### config.mk
export PLATFORM = sky130hd
export DESIGN_NAME = wdt_recovery_sequencer_flat
export DESIGN_NICKNAME = d
export VERILOG_FILES = /design/src/rtl/wdt_recovery_sequencer_if.sv /design/src/rtl/wdt_recovery_sequencer.sv /design/src/flat_wrapper.sv
export SDC_FILE = /design/constraint.sdc
export NUM_CORES = 1
export LEC_CHECK = 0
export ABC_AREA = 1
export CORE_ASPECT_RATIO = 1.25
export CORE_MARGIN = 2
export CORE_UTILIZATION = 40
export DETAILED_ROUTE_END_ITERATION = 10
export PLACE_DENSITY = 0.61
export SYNTH_ARGS = -nofsm -noshare
export SYNTH_HDL_FRONTEND = slang
export SYNTH_SLANG_ARGS = --single-unit
### constraint.sdc
create_clock -name clk -period 2.4 [get_ports clk]
set_input_delay 0.48 -clock clk [delete_from_list [all_inputs] [get_ports clk]]
set_output_delay 0.48 -clock clk [all_outputs]
set_load 0.03 [all_outputs]
### src/rtl/wdt_recovery_sequencer_if.sv
// Signal bundle between the recovery sequencer and its surroundings:
// software control, subsystem liveness, the watchdog_timer link and status.
interface wdt_recovery_sequencer_if #(
  parameter int N_SRC = 4
);
  logic             arm;
  logic [N_SRC-1:0] src_alive;
  logic [N_SRC-1:0] src_mask;
  logic             wdt_force_reset;
  logic             clear_lockout;
  logic             wdt_enable;
  logic             wdt_heartbeat;
  logic             sys_reset_n;
  logic             lockout;
  logic [3:0]       retry_count;
  logic [7:0]       fault_total;
  logic [2:0]       state;

  // Sequencer side
  modport slave (
    input  arm, src_alive, src_mask, wdt_force_reset, clear_lockout,
    output wdt_enable, wdt_heartbeat, sys_reset_n, lockout,
           retry_count, fault_total, state
  );

  // Controlling side (software, subsystems, watchdog)
  modport master (
    output arm, src_alive, src_mask, wdt_force_reset, clear_lockout,
    input  wdt_enable, wdt_heartbeat, sys_reset_n, lockout,
           retry_count, fault_total, state
  );
endinterface

### src/rtl/wdt_recovery_sequencer.sv
// Watchdog recovery sequencer: merges per-source liveness pulses into one
// heartbeat for watchdog_timer, holds the system in reset after a bite,
// re-arms through a boot grace window and locks out after repeated bites.
module wdt_recovery_sequencer #(
  parameter int N_SRC             = 4,
  parameter int RESET_HOLD_CYCLES = 16,
  parameter int BOOT_GRACE_CYCLES = 1024,
  parameter int MAX_RETRIES       = 3
) (
  input  logic                     clk,
  input  logic                     rstn,
  wdt_recovery_sequencer_if.slave  bus
);

  localparam logic [2:0] S_IDLE    = 3'd0;
  localparam logic [2:0] S_GRACE   = 3'd1;
  localparam logic [2:0] S_RUN     = 3'd2;
  localparam logic [2:0] S_HOLD    = 3'd3;
  localparam logic [2:0] S_LOCKOUT = 3'd4;

  // One phase counter serves both timed phases, so size it for the longer one.
  localparam int CNT_MAX = (RESET_HOLD_CYCLES > BOOT_GRACE_CYCLES) ?
                           RESET_HOLD_CYCLES : BOOT_GRACE_CYCLES;
  localparam int CNT_W   = (CNT_MAX > 1) ? $clog2(CNT_MAX) : 1;

  localparam logic [CNT_W-1:0] GRACE_LAST = CNT_W'(BOOT_GRACE_CYCLES - 1);
  localparam logic [CNT_W-1:0] HOLD_LAST  = CNT_W'(RESET_HOLD_CYCLES - 1);
  localparam logic [3:0]       RETRY_LIM  = 4'(MAX_RETRIES);
  localparam logic [N_SRC-1:0] ALL_SRC    = {N_SRC{1'b1}};

  logic [2:0]       state_q, state_d;
  logic [CNT_W-1:0] cnt_q, cnt_d;
  logic [N_SRC-1:0] seen_q, seen_d;
  logic [3:0]       retry_q, retry_d;
  logic [7:0]       fault_q, fault_d;
  logic             hb_d, hb_q;
  logic             enable_q;
  logic             sys_reset_n_q;
  logic             lockout_q;
  logic             covered;
  logic [3:0]       retry_inc;
  logic [7:0]       fault_inc;

  // Every unmasked source has pulsed since the last heartbeat, counting this
  // cycle's pulses. Masked bits are treated as covered; an all-masked vector
  // never completes so the watchdog is left to bite.
  assign covered = ((seen_q | bus.src_alive | bus.src_mask) == ALL_SRC) &&
                   (bus.src_mask != ALL_SRC);

  assign retry_inc = (retry_q == 4'd15)  ? retry_q : retry_q + 4'd1;
  assign fault_inc = (fault_q == 8'd255) ? fault_q : fault_q + 8'd1;

  // Next-state, phase counter, liveness bitmap and fault bookkeeping.
  always_comb begin
    // NOTE: every variable gets a default before the case so no path leaves
    // one unassigned, which would otherwise infer a latch.
    state_d = state_q;
    cnt_d   = cnt_q;
    seen_d  = seen_q;
    retry_d = retry_q;
    fault_d = fault_q;
    hb_d    = 1'b0;

    case (state_q)
      S_IDLE: begin
        if (bus.arm) begin
          state_d = S_GRACE;
          cnt_d   = '0;
        end
      end

      S_GRACE: begin
        if (!bus.arm) begin
          state_d = S_IDLE;
        end else if (cnt_q == GRACE_LAST) begin
          state_d = S_RUN;
        end else begin
          cnt_d = cnt_q + CNT_W'(1);
        end
      end

      S_RUN: begin
        if (bus.wdt_force_reset) begin
          // A bite wins over a heartbeat completing in the same cycle.
          state_d = S_HOLD;
          cnt_d   = '0;
          seen_d  = '0;
          retry_d = retry_inc;
          fault_d = fault_inc;
        end else if (!bus.arm) begin
          state_d = S_IDLE;
          seen_d  = '0;
        end else if (covered) begin
          // Any heartbeat proves a healthy boot, so the retry run ends here.
          hb_d    = 1'b1;
          seen_d  = '0;
          retry_d = '0;
        end else begin
          seen_d = seen_q | (bus.src_alive & ~bus.src_mask);
        end
      end

      S_HOLD: begin
        if (cnt_q == HOLD_LAST) begin
          if (retry_q >= RETRY_LIM) begin
            state_d = S_LOCKOUT;
          end else if (bus.arm) begin
            state_d = S_GRACE;
            cnt_d   = '0;
          end else begin
            state_d = S_IDLE;
          end
        end else begin
          cnt_d = cnt_q + CNT_W'(1);
        end
      end

      S_LOCKOUT: begin
        if (bus.clear_lockout) begin
          state_d = S_IDLE;
          retry_d = '0;
        end
      end

      default: begin
        state_d = S_IDLE;
        seen_d  = '0;
      end
    endcase
  end

  // State, counters and registered outputs decoded from the next state.
  always_ff @(posedge clk or negedge rstn) begin
    if (!rstn) begin
      state_q       <= S_IDLE;
      cnt_q         <= '0;
      seen_q        <= '0;
      retry_q       <= '0;
      fault_q       <= '0;
      hb_q          <= 1'b0;
      enable_q      <= 1'b0;
      sys_reset_n_q <= 1'b1;
      lockout_q     <= 1'b0;
    end else begin
      // NOTE: non-blocking assignments so every flop samples pre-edge values.
      state_q       <= state_d;
      cnt_q         <= cnt_d;
      seen_q        <= seen_d;
      retry_q       <= retry_d;
      fault_q       <= fault_d;
      hb_q          <= hb_d;
      enable_q      <= (state_d == S_RUN);
      sys_reset_n_q <= !((state_d == S_HOLD) || (state_d == S_LOCKOUT));
      lockout_q     <= (state_d == S_LOCKOUT);
    end
  end

  assign bus.state         = state_q;
  assign bus.wdt_enable    = enable_q;
  assign bus.wdt_heartbeat = hb_q;
  assign bus.sys_reset_n   = sys_reset_n_q;
  assign bus.lockout       = lockout_q;
  assign bus.retry_count   = retry_q;
  assign bus.fault_total   = fault_q;

endmodule
### src/flat_wrapper.sv
// flat-port wrapper written by rule: the top's interface ports become plain ports
module wdt_recovery_sequencer_flat 
#(
  parameter int N_SRC             = 4,
  parameter int RESET_HOLD_CYCLES = 16,
  parameter int BOOT_GRACE_CYCLES = 1024,
  parameter int MAX_RETRIES       = 3
)
  (clk, rstn, bus_arm, bus_src_alive, bus_src_mask, bus_wdt_force_reset, bus_clear_lockout, bus_wdt_enable, bus_wdt_heartbeat, bus_sys_reset_n, bus_lockout, bus_retry_count, bus_fault_total, bus_state);
  wdt_recovery_sequencer_if #(.N_SRC(N_SRC)) bus_i ();
  input  logic clk;
  input  logic rstn;
  input wire logic [$bits(bus_i.arm)-1:0] bus_arm;
  input wire logic [$bits(bus_i.src_alive)-1:0] bus_src_alive;
  input wire logic [$bits(bus_i.src_mask)-1:0] bus_src_mask;
  input wire logic [$bits(bus_i.wdt_force_reset)-1:0] bus_wdt_force_reset;
  input wire logic [$bits(bus_i.clear_lockout)-1:0] bus_clear_lockout;
  output wire logic [$bits(bus_i.wdt_enable)-1:0] bus_wdt_enable;
  output wire logic [$bits(bus_i.wdt_heartbeat)-1:0] bus_wdt_heartbeat;
  output wire logic [$bits(bus_i.sys_reset_n)-1:0] bus_sys_reset_n;
  output wire logic [$bits(bus_i.lockout)-1:0] bus_lockout;
  output wire logic [$bits(bus_i.retry_count)-1:0] bus_retry_count;
  output wire logic [$bits(bus_i.fault_total)-1:0] bus_fault_total;
  output wire logic [$bits(bus_i.state)-1:0] bus_state;
  assign bus_i.arm = bus_arm;
  assign bus_i.src_alive = bus_src_alive;
  assign bus_i.src_mask = bus_src_mask;
  assign bus_i.wdt_force_reset = bus_wdt_force_reset;
  assign bus_i.clear_lockout = bus_clear_lockout;
  assign bus_wdt_enable = bus_i.wdt_enable;
  assign bus_wdt_heartbeat = bus_i.wdt_heartbeat;
  assign bus_sys_reset_n = bus_i.sys_reset_n;
  assign bus_lockout = bus_i.lockout;
  assign bus_retry_count = bus_i.retry_count;
  assign bus_fault_total = bus_i.fault_total;
  assign bus_state = bus_i.state;
  wdt_recovery_sequencer #(.N_SRC(N_SRC), .RESET_HOLD_CYCLES(RESET_HOLD_CYCLES), .BOOT_GRACE_CYCLES(BOOT_GRACE_CYCLES), .MAX_RETRIES(MAX_RETRIES)) u_core (.clk(clk), .rstn(rstn), .bus(bus_i));
endmodule
## After elaboration in Yosys (flattened, before gate mapping)

Cells that the tools add are included.

- Flip-flop bits (word level): 33
- Output and inout bits: 19

- $add $sub $neg: 3
- Order comparisons: 1
- Eq/ne operators: 21
- Muxes and demuxes: 31
- Bitwise logic cells: 6
- Reductions and logical operators: 10

Operator list:

| operator | number |
|---|---|
| $mux 10 | 6 |
| $pmux 10 s4 | 1 |
| $mux 4 | 8 |
| $mux 3 | 8 |
| $pmux 4 s2 | 2 |
| $pmux 3 s5 | 1 |
| $eq 3x2->1 const B | 4 |
| $or 4x4->4 | 3 |
| $add 10x1->10 const B | 1 |
| $eq 10x10->1 const B | 1 |
| $eq 10x4->1 const B | 1 |
| $reduce_and 5->1 | 2 |
| $ne 3x3->1 const B | 3 |
| $add 8x1->8 const B | 1 |
| $eq 4x4->1 const B | 2 |
| $eq 8x8->1 const B | 1 |
| $ne 2x2->1 const B | 4 |
| $eq 3x3->1 const B | 2 |
| $mux 1 | 5 |
| $add 4x1->4 const B | 1 |
| $and 4x4->4 | 1 |
| $ge 4x2->1 const B | 1 |
| $ne 4x4->1 const B | 1 |
| $not 4->4 | 1 |
| other kinds (11) | 11 |

## Logic depth before layout (Yosys ltp)

- Depth in word-level cells: 8
- Gate-level depth with buffers: 10
- Mapped depth without buffers: 10

## Worst setup path after synthesis

No wires, ideal clock.

- Path type: reg-to-reg
- Start point: register u_core.fault_q[1], in the netlist u_core.bus.fault_total[1]
- End point: register u_core.fault_q[6], in the netlist u_core.bus.fault_total[6]
- Setup time: 0.136 ns
- Data arrival time: 1.501 ns
- Data required time: 2.264 ns
- Slack: 0.764 ns
- Stages on the path, launching flop included: 9
- Path buffers: 1
- Period minus slack after synthesis: 1.636 ns
- Cell sequence: dfrtp_1 -> ha_1 -> inv_1 -> nor2_1 -> nand4_1 -> nand3_1 -> buf_2 -> nor2_2 -> xor2_1

- Word-level cells in the longest chain between the ends: 3
- Elaborated cells between the ends (all ways): 4
- Classes of those cells: add/sub: 1; eq/ne: 1; bitwise: 1; reduce/logical: 1

Ends and longest elaborated chain:

| item | RTL line | text |
|---|---|---|
| start: declaration | wdt_recovery_sequencer.sv:35 | `logic [7:0] fault_q, fault_d;` |
| start signal: assignment | wdt_recovery_sequencer.sv:150 | `fault_q <= fault_d;` |
| branches (longest 3 deep; another with $add 8x1->8) | n/a |  |

Several ways; the timed one is not identified.
A chain may end at the register's enable or synchronous reset.

## Worst setup path in the final report

- Start point: register u_core.sys_reset_n_q, in the netlist u_core.bus.sys_reset_n
- End point: output port bus_sys_reset_n

RTL lines:

| item | RTL line | text |
|---|---|---|
| start: declaration | wdt_recovery_sequencer.sv:38 | `logic sys_reset_n_q;` |
| start signal: assignment | wdt_recovery_sequencer.sv:153 | `sys_reset_n_q <= !((state_d == S_HOLD) \|\| (state_d == S_LOCKOUT));` |
| end: declaration | flat_wrapper.sv:20 | `output wire logic [$bits(bus_i.sys_reset_n)-1:0] bus_sys_reset_n;` |

No word-level cell between the ends.

==> summary by stage <==
Status
The flow ran to the end, and the final reports show no timing, DRC or antenna violations.

Floorplanning
The die covers 5420 µm². The number of top-level pins is 32. Measured along the y axis, the die boundary spans 81.8 µm. The count of standard-cell rows is 28. The initial cell density of the core is 0.412.

The floorplan die width is 66.2 µm. The area of the core region is 4690 µm².

Drt
The post-detailed-route wirelength per cell is 12.3 µm. The number of DRC violations after detailed-routing iteration 0 is 73. The number of iterations in the first detailed-routing pass is 4. For this block, the via count after detailed routing is 1709.

The routed wire length is 4310 µm. The number of vias per cell is 4.86. In the routed design, unresolved DRC markers number 0. The remaining antenna violation count is 0.

Synthesis
After synthesis, the cell types taking the most area are sky130_fd_sc_hd__dfrtp_1, sky130_fd_sc_hd__nand2_1, sky130_fd_sc_hd__nand3_1. The gate count after technology mapping is 253. After synthesis, the share of flip-flops with an asynchronous set or reset is 1.00. The number of nets in the synthesized netlist is 269. The synthesized design contains 0 enable-type register cells. The flip-flop and latch count after synthesis is 33.

The cell accounting for the most synthesized area is sky130_fd_sc_hd__dfrtp_1. The part of the Yosys area used for sequential elements is 0.427. The synthesized netlist occupies a cell area of 1940 µm². The average instance in the mapped netlist occupies 7.65 µm². During synthesis, Yosys emitted a total of 0 warnings. The area share of the largest cell type after synthesis is 0.414. The most common cell in the synthesized netlist is sky130_fd_sc_hd__nand2_1.

The top flip-flop cell by instance count after synthesis is sky130_fd_sc_hd__dfrtp_1. In this run, distinct cell masters in the synthesized netlist total 27. After synthesis, the most frequently instantiated cells are sky130_fd_sc_hd__nand2_1, sky130_fd_sc_hd__inv_1, sky130_fd_sc_hd__dfrtp_1.

Setup path
For the worst setup path, the data required time is 1.92 ns. The worst register-to-register path ends at u_core.cnt_q[3]. STA classifies the critical path endpoint as a primary output. The arrival time reported for the critical path endpoint is 1.44 ns. The largest individual stage delay along the critical path comes from the cell sky130_fd_sc_hd__clkdlybuf4s50_1.

The critical path's largest stage delay is 0.65 ns. The critical path goes through clkdlybuf4s50_1. The register-to-register setup slack is 0.64 ns.

The kind of start point of the critical path is a register. The kind of cell adding the most delay to the critical path is buffers and inverters. Counting both buffers and inverters, the worst setup path holds a total of 1. The largest fanout on the critical path is 1. The worst flop-to-flop path startpoint is u_core.cnt_q[0]. The class of the most critical setup path is reg2out. In this run the number of cells on the critical path is 1. The cell depth of the worst flop-to-flop path is 8.

Cells and area
After routing the design area is 2410 µm². The number of antenna diodes in the final layout is 0. The post-route core utilization is 0.514. The area overhead of the layout relative to synthesis is 24.7%.

The final layout net count is 307. In the final layout, the share of cells above drive strength 1 is 0.106.

Pwr
The power density normalized to cell area is 506 nW/µm². The share of total power dissipated in sequential elements is 0.504. The post-route total power is 0.00122 W. The worst voltage drop across the vdd grid is 0.259 mV. Of the total power, the share spent switching nets is 0.262. The switching power summed over all nets is 0.000320 W.

Of the total power, combinational logic draws 0.145. Summed over all cells, the static leakage comes to 1.22 nW. The share of power burned in the clock network is 0.352. The internal power of the cells totals 0.000900 W.

Hold path
Along the worst hold path, the cell count comes to 1. The min-delay analysis places its worst path in the category reg2reg. The startpoint of the most critical hold path is u_core.bus.fault_total[6]. The endpoint of the worst hold path is u_core.bus.fault_total[6].

Clock tree
The H-tree was split into 2 levels. The clock input transition at the sequential cells of the worst setup and hold paths is 0.07 ns. In this run, CTS created clock tree buffers numbering 5. The clock tree from TritonCTS is done. The longest clock path from root to sink contains 2 buffers. Once the clock tree was built, the setup fixing pass inserted 0 buffers. The tree is rooted in a sky130_fd_sc_hd__clkbuf_8. The post-cts hold buffer count is 0. The count of clock tree sinks is 33.

Gates resized during post-CTS repair numbered 0. The insertion delay to the later sink of the worst-skew pair is 0.29 ns.

Timing
The highest achievable clock rate is 520 MHz. The summed negative setup slack over all endpoints is 0 ns. The number of failing hold endpoints at the final stage came to 0.

The shortest clock period the worst path allows after layout is 1.92 ns. The slew at the pin with the worst max-slew slack is 0.440 ns. Setup repair after global routing left no endpoint under its margin. The tightest slew margin relative to the limit is 0.706. Once routing completed, OpenROAD measured the worst setup slack at 0.478 ns. The final clock period utilization by the worst path is 0.801. Setup violations remaining at the end of the flow were counted as 0. For the final database, setup skew stands at 0.00898 ns. The max-slew violation total from the final report was 0.

Global route
Entering global routing, the biggest net connects 34 pins. For this run, the total global-route usage over all layers was measured as 0.179. The first global-routing pass estimated 7380 µm of wire. The number of antenna violations at the first check in global routing was 0. The number of global-route vias before repair is 1657. After global routing the overflow that remains totals 0.

Placed design
The post-placement worst setup slack is 0.450 ns. The placed instances occupy a cell area of 2320 µm². The wire-length estimate of the detail-placed layout is 3270 µm. During placement, the flow inserted port buffers numbering 31. Routability-driven placement finished with a final weighted congestion of 0.859.

Job
The tool flagged a number of max-cap violations equal to 0.
## kinds of logic (layout without fill, tap and decap cells)
group,after synthesis,in the layout,synth area share
buf+inv,34,73,0.0666
xor+xnor,10,10,0.0453
simple gates,152,152,0.365
compound gates,21,21,0.0769
fa+ha+maj,3,3,0.0194
flops,33,33,0.427
## final cells by class
cell class,count,area [µm²]
Sequential cell,33,827
Tap cell,60,75.1
Timing Repair Buffer,32,318
Fill cell,490,2280
Multi-Input combinational cell,186,980
Clock buffer,8,90.1
Inverter,33,124
## flip-flops by register name, summed over array words and instances, names as in the netlist
register / cells
u_core.bus.state: 3
u_core.cnt_q: 10
u_core.seen_q: 4
u_core.bus.wdt_heartbeat: 1
u_core.bus.fault_total: 8
u_core.bus.sys_reset_n: 1
u_core.bus.lockout: 1
u_core.bus.retry_count: 4
u_core.bus.wdt_enable: 1
## metal layers
layer	track usage	up-vias	share of wire
met5	0	-	0
met4	0.0694	0	0.017
met3	0.0438	9	0.032
met2	0.287	25	0.49
met1	0.231	782	0.46
li1	-	893	-
## metrics by stage
stage | std cells | hold slack, ns
after global placement | 344 | 0.490
after global routing | 352 | 0.544
final | 352 | 0.506
after detailed placement | 344 | 0.497
after floorplan | 253 | 0.184
after CTS | 352 | 0.507
## layout by cell type, fill, tap and decap left out
cell type / synthesis / final
sky130_fd_sc_hd__nand2_1: 68 / 68
sky130_fd_sc_hd__inv_1: 33 / 33
sky130_fd_sc_hd__dfrtp_1: 32 / 32
sky130_fd_sc_hd__clkdlybuf4s50_1: 0 / 31
sky130_fd_sc_hd__nand3_1: 30 / 30
sky130_fd_sc_hd__nor2_1: 22 / 22
sky130_fd_sc_hd__nand4_1: 8 / 8
sky130_fd_sc_hd__xor2_1: 8 / 8
sky130_fd_sc_hd__nor2_2: 6 / 6
sky130_fd_sc_hd__nor3_1: 6 / 6
sky130_fd_sc_hd__clkbuf_8: 0 / 6
sky130_fd_sc_hd__nand2_2: 5 / 5
sky130_fd_sc_hd__o21ai_0: 5 / 5
sky130_fd_sc_hd__a31o_2: 5 / 5
sky130_fd_sc_hd__a21boi_0: 4 / 4
sky130_fd_sc_hd__ha_1: 3 / 3
sky130_fd_sc_hd__a21oi_1: 2 / 2
sky130_fd_sc_hd__o21ai_2: 2 / 2
sky130_fd_sc_hd__xnor2_1: 2 / 2
sky130_fd_sc_hd__o211ai_1: 2 / 2
sky130_fd_sc_hd__or2_2: 2 / 2
sky130_fd_sc_hd__clkbuf_1: 0 / 2
sky130_fd_sc_hd__nor2_4: 1 / 1
sky130_fd_sc_hd__nand2_4: 1 / 1
sky130_fd_sc_hd__nor2_8: 1 / 1
sky130_fd_sc_hd__or2_1: 1 / 1
sky130_fd_sc_hd__nand3b_1: 1 / 1
sky130_fd_sc_hd__o31ai_1: 1 / 1
sky130_fd_sc_hd__buf_4: 0 / 1
sky130_fd_sc_hd__dfstp_2: 1 / 1
## how the worst max path moves through the flow
stage,from,end,slack [ns]
after floorplan,u_core.bus.fault_total[1],u_core.bus.fault_total[6],0.76
after global placement,bus_src_mask[1],u_core.bus.retry_count[0],0.46
after global routing,u_core.bus.state[0],bus_state[0],0.42
final,u_core.bus.sys_reset_n,bus_sys_reset_n,0.48
after detailed placement,bus_wdt_force_reset,u_core.bus.fault_total[2],0.45
after CTS,u_core.bus.state[0],bus_state[0],0.46
## power groups by stage
stage / clock [W] / sequential (W) / combinational, W
floorplan: 0 / 0.000623 / 0.000111
global placement: 0 / 0.000624 / 0.000176
detailed placement: 0 / 0.000625 / 0.000178
CTS: 0.000442 / 0.000615 / 0.000179
global route: 0.000474 / 0.000617 / 0.000197
finish: 0.000429 / 0.000615 / 0.000177
Power figures use the tool's default switching activity.
==> patch, RTL diff (same flow settings) <==
Make the reset (`rstn`) synchronous in one clocked block.
--- a/src/rtl/wdt_recovery_sequencer.sv
+++ b/src/rtl/wdt_recovery_sequencer.sv
@@ -130,7 +130,7 @@
   end
 
   // State, counters and registered outputs decoded from the next state.
-  always_ff @(posedge clk or negedge rstn) begin
+  always_ff @(posedge clk) begin
     if (!rstn) begin
       state_q       <= S_IDLE;
       cnt_q         <= '0;
Check against the original RTL: differs if rstn is asserted again (counterexample within 4 cycles, from zero or initial values and one cycle with rstn low); with rstn held inactive, the same outputs for 10 cycles.
==> patch against the unedited design <==
- sequential cell count stayed put
- clock skew decreased by 0.0045 ns
- power decreased by 11%
- cell area up 1.7%
- setup slack got worse by 0.029 ns
- combinational power shrank 49%
- register-to-register slack got worse by 0.08 ns
- wire length increased by 16%
- critical path depth is the same
- area after synthesis up 2.6%
- hold slack got worse by 0.013 ns
- highest routed layer unchanged
==> patch: results (changes against the unedited design) <==
dpl hpwl=3780 um (was 3270 um); drt pass-1 iters=4 (unchanged); initial drt markers=136 (was 73); Post-CTS Setup Repair Bufs=0 (unchanged); Peak supply drop=249 uV (was 259 uV); CTS clock-pin slew for the worst setup and hold paths=0.07 ns (about the same); initial antenna violation count=0 (unchanged); Synth async-reset ratio=0% (was 100%); largest net degree at the start of global routing=24 (was 34); CP top delay family=buffers and inverters (unchanged); Total GRT Usage=20.2% (was 17.9%); Worst Hold Class=flop to flop (unchanged); Layout Nets=360 (was 307); Placer Congestion=0.864 (was 0.859); Routed WL=5020 um (was 4310 um); syn_nets=324 (was 269); outcome=finished, final reports clean (unchanged); first-pass GRT wire length=8470 um (was 7380 um); Root Driver=clkbuf_8 (unchanged); vias in the first global route=1,884 (was 1,657); H-tree levels=2 (unchanged); sequential fraction of the synthesis area=33.3% (was 42.7%); layout cells sized above 1=8.14% (was 10.6%); CP arrival=1.47 ns (was 1.44 ns); vias after detailed routing=2,052 (was 1,709); register bank with the most flops=u_core.cnt_q (unchanged); Port Buf Inserts=31 (unchanged); worst-path maximum fanout=4 (was 1); clk_lat worst skew=0.29 ns (about the same); Ys Warns=0 (unchanged); Area contributors post-synth=dfxtp_1 (33%), nand2_1 (15%), nand3_1 (7.6%) (was dfrtp_1 (41%), nand2_1 (13%), nand3_1 (7.8%)); CTS Buf Count=5 (unchanged); area share of fa/ha/maj cells after synthesis=1.89% (was 1.94%); static leakage=0.00102 uW (was 0.00122 uW); XOR/XNOR Fraction of Synth Area=1.76% (was 4.52%); worst clock skew=0.00444 ns (was 0.00898 ns); post-synthesis compound-gate area fraction=13.5% (was 7.69%); max reg flops=10 (unchanged); Post-synth top cells=nand2_1 (81), inv_1 (35), nor2_1 (35), dfxtp_1 (33), nand3_1 (30) (was nand2_1 (68), inv_1 (33), dfrtp_1 (32), nand3_1 (30), nor2_1 (22)); number of antenna diodes=0 (unchanged); crit path max-delay cell type=clkdlybuf4s50_1 (unchanged); Max stage delay on crit path=0.72 ns (was 0.65 ns); clk buf depth=2 (unchanged); post_cts resized=0 (unchanged); slew at the pin closest to its max-slew limit=0.400 ns (was 0.440 ns); mux share of post-synthesis cell area=0% (unchanged); Netlist cell types=29 (was 27)
[patch: cell types whose count changed after synthesis, sizes merged, moves of 7 or more]
cell / before / now
a21oi: 2 / 25
dfrtp: 32 / 0
dfxtp: 0 / 33
nand2: 74 / 85
nand4: 8 / 15
nor2: 30 / 41
[patch: final timing paths]
check	startpoint	end	slack (ns)	cells after the start
max	u_core.bus.state[1]$_SDFF_PN0_	bus_state[1]	0.45	1
min	u_core.seen_q[1]$_SDFFE_PN0N_	u_core.seen_q[1]$_SDFFE_PN0N_	0.49	2
min reg2reg	u_core.seen_q[1]$_SDFFE_PN0N_	u_core.seen_q[1]$_SDFFE_PN0N_	0.49	2
max reg2reg	u_core.cnt_q[0]$_SDFFE_PN0P_	u_core.cnt_q[9]$_SDFFE_PN0P_	0.56	10
[patch: per-stage QoR]
stage | instances | cell area (um^2) | power [uW] | hold slack [ns] | worst slack (ns)
detailed placement | 397 | 2360 | 659 | 0.483 | 0.276
global route | 404 | 2450 | 1130 | 0.504 | 0.375
global placement | 397 | 2360 | 659 | 0.476 | 0.323
floorplan | 308 | 1990 | 618 | 0.463 | 0.762
finish | 404 | 2450 | 1090 | 0.493 | 0.449
CTS | 404 | 2450 | 1100 | 0.494 | 0.429
[patch: kinds of logic (layout without fill, tap and decap cells)]
logic type	count (synthesis)	count (layout)
AND/OR/NAND/NOR	178	178
AO/OA/AOI/OAI	46	46
buffers and inverters	44	80
flip-flops	33	33
XOR/XNOR	4	4
adder cells (fa/ha/maj)	3	3
[patch: area by class of cell]
cell class              count  area, um^2
clock buffers               6        82.6
clock inverters             1        7.51
fillers                   502        2310
inverters                  39         146
multi-input cells         231        1150
flip-flops and latches     33         661
well taps                  60        75.1
repair buffers             34         333
[patch: report_power, final]
group / internal (uW) / switching (uW) / leakage (uW)
clock network: 227 / 214 / 0.0000433
registers: 551 / 5.55 / 0.000266
logic: 37.0 / 53.4 / 0.000713
[patch: worst register-to-register path, delay by kind of cell (launching register included)]
kind            cells  cell delay, ns
simple gates        7            0.88
flops               1            0.41
fa+ha+maj           1            0.22
compound gates      1            0.12
buf+inv             1            0.10
[patch: metal layers]
layer	wire length, um	track usage (%)	vias to the layer above
li1	-	-	1087
met1	2290	24.1	918
met2	2460	35.1	38
met3	166	4.45	9
met4	105	7.76	0
met5	0	0	-
